$ cat src/rtl/fc_pkg.sv
// Shared definitions for the fully-connected layer datapath: default widths
// and the MAC sequencer state encoding.
package fc_pkg;

  localparam int unsigned FC_NUM_MAC      = 4;
  localparam int unsigned FC_LEN_W        = 10;
  localparam int unsigned FC_GRP_W        = 8;
  localparam int unsigned FC_W_ADDR_W     = 16;
  localparam int unsigned FC_OUT_BITWIDTH = 26;

  typedef enum logic [2:0] {
    ST_IDLE = 3'd0,
    ST_RUN  = 3'd1,
    ST_LAST = 3'd2,
    ST_CAPT = 3'd3,
    ST_OUT  = 3'd4
  } seq_state_t;

endpackage

$ cat src/rtl/mac_seq_ctrl.sv
// Sequencer for NUM_MAC parallel MAC lanes: streams input/weight reads for each
// neuron group, captures lane accumulators and hands each result word downstream.
module mac_seq_ctrl
  import fc_pkg::*;
#(
  parameter int unsigned NUM_MAC      = FC_NUM_MAC,
  parameter int unsigned LEN_W        = FC_LEN_W,
  parameter int unsigned GRP_W        = FC_GRP_W,
  parameter int unsigned W_ADDR_W     = FC_W_ADDR_W,
  parameter int unsigned OUT_BITWIDTH = FC_OUT_BITWIDTH
) (
  input  logic                            clk,
  input  logic                            rstn,
  input  logic                            start,
  input  logic [LEN_W-1:0]                cfg_len,
  input  logic [GRP_W-1:0]                cfg_groups,
  input  logic                            mem_stall,
  output logic                            in_rd_en,
  output logic [LEN_W-1:0]                in_rd_addr,
  output logic                            w_rd_en,
  output logic [W_ADDR_W-1:0]             w_rd_addr,
  output logic                            mac_en,
  output logic                            mac_pause,
  input  logic [NUM_MAC*OUT_BITWIDTH-1:0] mac_dout,
  output logic                            res_valid,
  output logic [NUM_MAC*OUT_BITWIDTH-1:0] res_data,
  input  logic                            res_ready,
  output logic                            busy,
  output logic                            done
);

  seq_state_t                      r_state;
  seq_state_t                      w_state_nxt;
  logic [LEN_W-1:0]                r_idx;
  logic [LEN_W-1:0]                r_cfg_len;
  logic [GRP_W-1:0]                r_grp;
  logic [GRP_W-1:0]                r_cfg_groups;
  logic [W_ADDR_W-1:0]             r_w_ptr;
  logic                            r_rd_q;
  logic                            r_done;
  logic [NUM_MAC*OUT_BITWIDTH-1:0] r_res_data;

  logic w_idle_start;
  logic w_start_ok;
  logic w_rd_fire;
  logic w_last_rd;
  logic w_out_hs;
  logic w_last_grp;

  // A zero-sized job is acknowledged with done but never leaves IDLE.
  assign w_idle_start = (r_state == ST_IDLE) && start;
  assign w_start_ok   = w_idle_start && (cfg_len != '0) && (cfg_groups != '0);
  assign w_rd_fire    = (r_state == ST_RUN) && !mem_stall;
  assign w_last_rd    = w_rd_fire && (r_idx == r_cfg_len - LEN_W'(1));
  assign w_out_hs     = (r_state == ST_OUT) && res_ready;
  assign w_last_grp   = (r_grp == r_cfg_groups - GRP_W'(1));

  // NOTE: sequential state uses non-blocking assignments so every register
  // samples pre-edge values, independent of process ordering.
  always_ff @(posedge clk or negedge rstn) begin
    if (!rstn) begin
      r_state <= ST_IDLE;
    end else begin
      r_state <= w_state_nxt;
    end
  end

  // NOTE: the next state gets a default before the case so no path leaves it
  // unassigned, which would otherwise infer a latch.
  always_comb begin
    w_state_nxt = r_state;
    unique case (r_state)
      ST_IDLE: if (w_start_ok) w_state_nxt = ST_RUN;
      ST_RUN:  if (w_last_rd)  w_state_nxt = ST_LAST;
      ST_LAST: w_state_nxt = ST_CAPT;
      ST_CAPT: w_state_nxt = ST_OUT;
      ST_OUT:  if (w_out_hs)   w_state_nxt = w_last_grp ? ST_IDLE : ST_RUN;
      default: w_state_nxt = ST_IDLE;
    endcase
  end

  // Read data arrives one cycle after its strobe, so lanes pause whenever the
  // previous cycle issued no read.
  always_comb begin
    in_rd_en  = 1'b0;
    w_rd_en   = 1'b0;
    mac_en    = 1'b0;
    mac_pause = 1'b0;
    res_valid = 1'b0;
    busy      = 1'b1;
    unique case (r_state)
      ST_IDLE: busy = 1'b0;
      ST_RUN: begin
        in_rd_en  = w_rd_fire;
        w_rd_en   = w_rd_fire;
        mac_en    = 1'b1;
        mac_pause = !r_rd_q;
      end
      ST_LAST: begin
        mac_en    = 1'b1;
        mac_pause = !r_rd_q;
      end
      ST_OUT:  res_valid = 1'b1;
      default: ;
    endcase
  end

  assign in_rd_addr = r_idx;
  assign w_rd_addr  = r_w_ptr;
  assign res_data   = r_res_data;
  assign done       = r_done;

  // Weight pointer runs across groups; only the input index restarts per group.
  always_ff @(posedge clk or negedge rstn) begin
    if (!rstn) begin
      r_idx        <= '0;
      r_cfg_len    <= '0;
      r_grp        <= '0;
      r_cfg_groups <= '0;
      r_w_ptr      <= '0;
      r_rd_q       <= 1'b0;
      r_done       <= 1'b0;
      r_res_data   <= '0;
    end else begin
      r_done <= 1'b0;
      r_rd_q <= w_rd_fire;
      if (w_idle_start) begin
        if (w_start_ok) begin
          r_cfg_len    <= cfg_len;
          r_cfg_groups <= cfg_groups;
          r_idx        <= '0;
          r_grp        <= '0;
          r_w_ptr      <= '0;
        end else begin
          r_done <= 1'b1;
        end
      end
      if (w_rd_fire) begin
        r_idx   <= r_idx + LEN_W'(1);
        r_w_ptr <= r_w_ptr + W_ADDR_W'(1);
      end
      if (r_state == ST_CAPT) begin
        r_res_data <= mac_dout;
      end
      if (w_out_hs) begin
        r_idx  <= '0;
        r_grp  <= r_grp + GRP_W'(1);
        r_done <= w_last_grp;
      end
    end
  end

endmodule

$ cat config.mk
export PLATFORM = sky130hd
export DESIGN_NAME = mac_seq_ctrl
export DESIGN_NICKNAME = d
export VERILOG_FILES = /design/src/rtl/fc_pkg.sv /design/src/rtl/mac_seq_ctrl.sv
export SDC_FILE = /design/constraint.sdc
export NUM_CORES = 1
export LEC_CHECK = 0
export ABC_AREA = 1
export CORE_MARGIN = 4
export CORE_UTILIZATION = 41
export CTS_CLUSTER_DIAMETER = 200
export DETAILED_ROUTE_END_ITERATION = 8
export PLACE_DENSITY = 0.78
export SLEW_MARGIN = 20
export SYNTH_ARGS = -nofsm -noshare
export SYNTH_HDL_FRONTEND = slang
export SYNTH_SLANG_ARGS = --single-unit
$ cat constraint.sdc
create_clock -name clk -period 1.6 [get_ports clk]
set_input_delay 0.24 -clock clk [delete_from_list [all_inputs] [get_ports clk]]
set_output_delay 0.24 -clock clk [all_outputs]
set_load 0.01 [all_outputs]
[After elaboration in Yosys (flattened, before gate mapping)]
Index checks and enable logic that the tools add are counted.
Operators by class
  add/sub/neg operators: 5
  equal/unequal tests: 9
  muxes and demuxes: 23
  reduce and logical (&&, ||, !) cells: 23
Operators by type and width (number)
  $mux W16: 3
  $mux W10: 4
  $mux W8: 3
  $add A16 B1 Y16 const B: 1
  $pmux W3 S5: 1
  $add A10 B1 Y10 const B: 1
  $eq A10 B10 Y1: 1
  $reduce_bool A10 Y1: 1
  $sub A10 B1 Y10 const B: 1
  $mux W1: 9
  $mux W3: 3
  $add A8 B1 Y8 const B: 1
  $eq A8 B8 Y1: 1
  $reduce_and A2 Y1: 4
  $reduce_bool A2 Y1: 4
  $reduce_bool A8 Y1: 1
  $sub A8 B1 Y8 const B: 1
  $eq A3 B2 Y1 const B: 2
  $logic_and A1 B1 Y1: 6
  $ne A2 B2 Y1 const B: 3
  $reduce_bool A3 Y1: 2
  $eq A3 B1 Y1 const B: 1
  $eq A3 B3 Y1 const B: 1
  $logic_not A3 Y1: 1
  3 further kinds: 4
Storage, ports and cells
  flip-flop bits (word level): 161
  output and inout port bits: 137
  word-level logic and storage cells: 69

[Logic depth before layout (Yosys ltp)]
  word-level depth: 8
  depth in mapped cells: 14

[Worst setup path after synthesis]
Ideal clock, no wire load.
  kind: reg-to-reg
  start: reg r_w_ptr[0] (netlist: w_rd_addr[0])
  end: reg r_w_ptr[12] (netlist: w_rd_addr[12])
  setup time: 125 ps
  arrival: 1494 ps
  data required time: 1475 ps
  path slack: -20 ps
  cell stages (with the launch flop): 11
  buffers on the path: 0
  period minus slack after synthesis: 1620 ps
  cells stage by stage: dfrtp_1 -> ha_1 -> nand2_1 -> nor2_1 -> nand2_1 -> nor2_2 -> nand3_1 -> nor2_1 -> nand3_1 -> nand3_1 -> o21ai_1
On the way
  longest elaborated chain between the ends: 2
Ends and longest elaborated chain
  start: declaration: RTL line mac_seq_ctrl.sv:38  | logic [W_ADDR_W-1:0] r_w_ptr;
  start signal: assignment: RTL line mac_seq_ctrl.sv:140  | r_w_ptr <= r_w_ptr + W_ADDR_W'(1);
  $add A16 B1 Y16: RTL line mac_seq_ctrl.sv:140
  $mux W16: RTL line mac_seq_ctrl.sv:138  | if (w_rd_fire) begin
Every way passes these cells.
A chain may end at the register's enable or synchronous reset.

[Worst setup path after layout]
  start: reg r_state[1]
  end: reg r_res_data[86] (netlist: res_data[86])
On the way
  longest elaborated chain between the ends: 1
Ends and longest elaborated chain
  start: declaration: RTL line mac_seq_ctrl.sv:32  | seq_state_t r_state;
  start signal: assignment: RTL line mac_seq_ctrl.sv:64  | r_state <= w_state_nxt;
  $eq A3 B2 Y1: RTL line mac_seq_ctrl.sv:142  | if (r_state == ST_CAPT) begin
  end signal: assignment: RTL line mac_seq_ctrl.sv:143  | r_res_data <= mac_dout;
  end: declaration: RTL line mac_seq_ctrl.sv:41  | logic [NUM_MAC*OUT_BITWIDTH-1:0] r_res_data;
Every way passes these cells.

==> flow_metrics.py <==
metrics = {
    "die": {
        "core-area_um2": 17200,
        "floorplan.initialDensity": 0.418,
        "floorplan.die_area_um2": 19800,
        "die-width_um": 141,
        "rows": 48,
        "io-pin-count": 264,
        "die_y_um": 141,
    },
    "detailed_routing": {
        "vias": 6495,
        "vias_per_cell": 4.97,
        "drt-wirelength-per-cell_um": 18.3,
        "drt_first_iter_violations": 297,
        "post_route_drc_violation_count": 0,
        "detail_route.wirelength_um": 23900,
        "route.antenna.remaining_nets": 0,
        "firstDrtPassIters": 5,
    },
    "clock_network": {
        "worst_skew_pair.late_latency_ps": 420,
        "clockBufferDepth": 2,
        "ctsRootBufferMaster": "sky130_fd_sc_hd__clkbuf_16",
        "cts_tree": "done",
        "clk_transition_reported_paths_ps": 70,
        "numCtsBuffers": 17,
        "htree_levels": 4,
        "cts.sinks": 161,
    },
    "global_routing": {
        "grt_first_pass_wirelength_um": 32300,
        "initial_antenna_violation_count": 1,
        "globalRouteMet2Util": 0.340,
        "grt_pass1_vias": 6292,
        "grt_use_met1": 0.256,
        "global_route.usage.met3": 0.0539,
        "overflow": 0,
        "globalRoute.busiestLayer": "met2",
        "groute.usage.overall": 0.205,
        "grt_start_max_net_pins": 46,
    },
    "sta": {
        "slew-limit-headroom": 0.692,
        "final_worst_setup_slack_ps": -191,
        "report.final.setup_viol": 130,
        "tightest_slew_ps": 463,
        "timing.final.crit_share": 1.12,
        "final_max_slew_viol_count": 0,
        "final-hold-violation-count": 0,
        "unrepaired_setup_endpoints_after_global_routing": "yes",
        "timing.setup.tns_ps": -12750,
        "achievable-frequency_mhz": 558,
        "hold-worst-slack_ps": 334,
        "worst_clock_skew_ps": 8.23,
        "fin_crit_ps": 1790,
    },
    "synth": {
        "share_of_flip_flops_with_an_asynchronous_set_or_reset": 1.00,
        "synth-seq-cells": 161,
        "synthesis.yosys.warnings": 0,
        "synth_enable_flop_cells": 0,
        "yosysSeqAreaShare": 0.559,
        "syn-instance-count": 688,
        "synth.lib_cells_used.distinct": 35,
        "postSynth.topFlopCell": "sky130_fd_sc_hd__dfrtp_1",
        "syn_area_per_cell_um2": 10.5,
        "netlist_area_um2": 7210,
        "synth.net_count": 820,
    },
    "power_and_ir_drop": {
        "power_density_nw_per_um2": 1810,
        "vdd_ir_drop_max_mv": 1.08,
        "static-leakage-power_uw": 0.00621,
    },
    "cells_and_area": {
        "layout.area.seq_um2": 4050,
        "stdcell_count": 1308,
        "multi_input_gate_area_um2": 3430,
        "fillers": 1184,
        "flow.area_growth_from_synthesis_pct": 73.5,
        "mostFrequentLayoutCells": "sky130_fd_sc_hd__clkdlybuf4s50_1, sky130_fd_sc_hd__dfrtp_1, sky130_fd_sc_hd__nand2_1",
        "fraction_of_final_layout_cells_sized_beyond_drive_strength_1": 0.359,
        "layout.cells.most_common": "sky130_fd_sc_hd__clkdlybuf4s50_1",
        "nNetsFinal": 1201,
    },
    "worst_setup_path": {
        "critPathRequiredTime_ps": 1910,
        "worst_setup_path_start_kind": "register",
        "cp_data_arrival_time_ps": 2100,
        "setup.worst_path.end_class": "register",
        "worst-path-max-fanout": 11,
        "criticalPathCategory": "reg2reg",
    },
    "job": {
        "max_cap_viol_count": 0,
    },
    "placement": {
        "placed_cells": 1225,
        "dp.final_hpwl_um": 15300,
        "place_ws_ps": -352,
        "gp_routability_congestion": 0.845,
        "io_buffer_count": 263,
    },
    "outcome": {
        "status": "finished, violations left",
        "failed_checks": "setup timing",
    },
    "min_path": {
        "hp-class": "in2async",
    },
}
## final timing paths
| path | start | endpoint | slack (ps) | cells after the start |
|---|---|---|---|---|
| max in group asynchronous | rstn | res_data[62] | 670 | 3 |
| setup / recovery | r_state[1] | res_data[86] | -190 | 7 |
| setup reg to reg | r_state[1] | res_data[86] | -190 | 7 |
| hold reg to reg | r_grp[7] | r_grp[7] | 490 | 1 |
| hold / removal | rstn | res_data[64] | 330 | 2 |
| min in group clk | cfg_groups[5] | r_cfg_groups[5] | 390 | 3 |
## area by class of cell
type                            count  share of cell area
Antenna cell                        1            0.000200
Clock buffer                       19              0.0362
Clock inverter                     13             0.00831
Inverter                           58              0.0186
Multi-Input combinational cell    451               0.274
Sequential cell                   161               0.324
Tap cell                          225              0.0225
Timing Repair Buffer              380               0.316
## worst max-delay path, cell delays in order (launching register included)
cell,delay [ps]
sky130_fd_sc_hd__dfrtp_1,420
sky130_fd_sc_hd__buf_4,150
sky130_fd_sc_hd__buf_4,120
sky130_fd_sc_hd__buf_4,130
sky130_fd_sc_hd__nand3_4,150
sky130_fd_sc_hd__buf_12,180
sky130_fd_sc_hd__clkbuf_16,190
sky130_fd_sc_hd__mux2_2,340
## sequential cells by signal, indices dropped and copies added, names as in the netlist
signal        cells
in_rd_addr       10
r_grp             8
r_rd_q            1
done              1
r_cfg_len        10
r_cfg_groups      8
r_state           3
res_data        104
w_rd_addr        16
## synthesized netlist by cell type, drive strengths merged, types with 3 or more instances
master,count,share of area
a21oi,14,0.011
a31oi,3,0.0026
buf,17,0.015
clkbuf,3,0.0016
dfrtp,161,0.56
ha,5,0.0087
inv,58,0.030
mux2,104,0.16
nand2,144,0.076
nand3,43,0.030
nand4,5,0.0052
nor2,59,0.033
nor3,8,0.0071
o21ai,34,0.024
xnor2,5,0.0061
xor2,13,0.016
## metrics by stage
step           utilization  instance area (um2)  total power (uW)
2_1_floorplan            -                 7210             11300
3_3_place_gp         0.615                10600             16200
3_5_place_dp         0.615                10600             16500
4_1_cts              0.657                11300             20600
5_1_grt              0.725                12500             23900
6_report             0.725                12500             22700
## per-layer routing
metal  up-vias  wire length (um)
met5         -                 0
met4         0               643
met3        41              1500
met2       254             12000
met1      3149              9740
li1       3051                 -
## report_power, final
part | switching [uW] | total, uW | internal [uW]
combinational | 5050 | 11900 | 6810
sequential | 1140 | 6960 | 5810
clock | 1760 | 3850 | 2090
## repair_timing
action / CTS / global route
pin swaps: 20 / 31
gates cloned: 0 / 15
buffers inserted: 16 / 19
hold buffers: 1 / 0
resized for setup: 105 / 236
hold endpoints to repair: 36 / 0
endpoints found under the setup margin: 88 / 189
## logic make-up after synthesis
family | count (synthesis) | synth area share
muxes | 105 | 0.164
and+or+nand+nor | 263 | 0.155
DFF | 161 | 0.559
AOI/OAI and AO/OA | 58 | 0.0444
xor gates and xnor gates | 18 | 0.0219
buffers and inverters | 78 | 0.0469
adders and majority gates | 5 | 0.00868
Note: power is estimated with default switching activity, not from simulation.
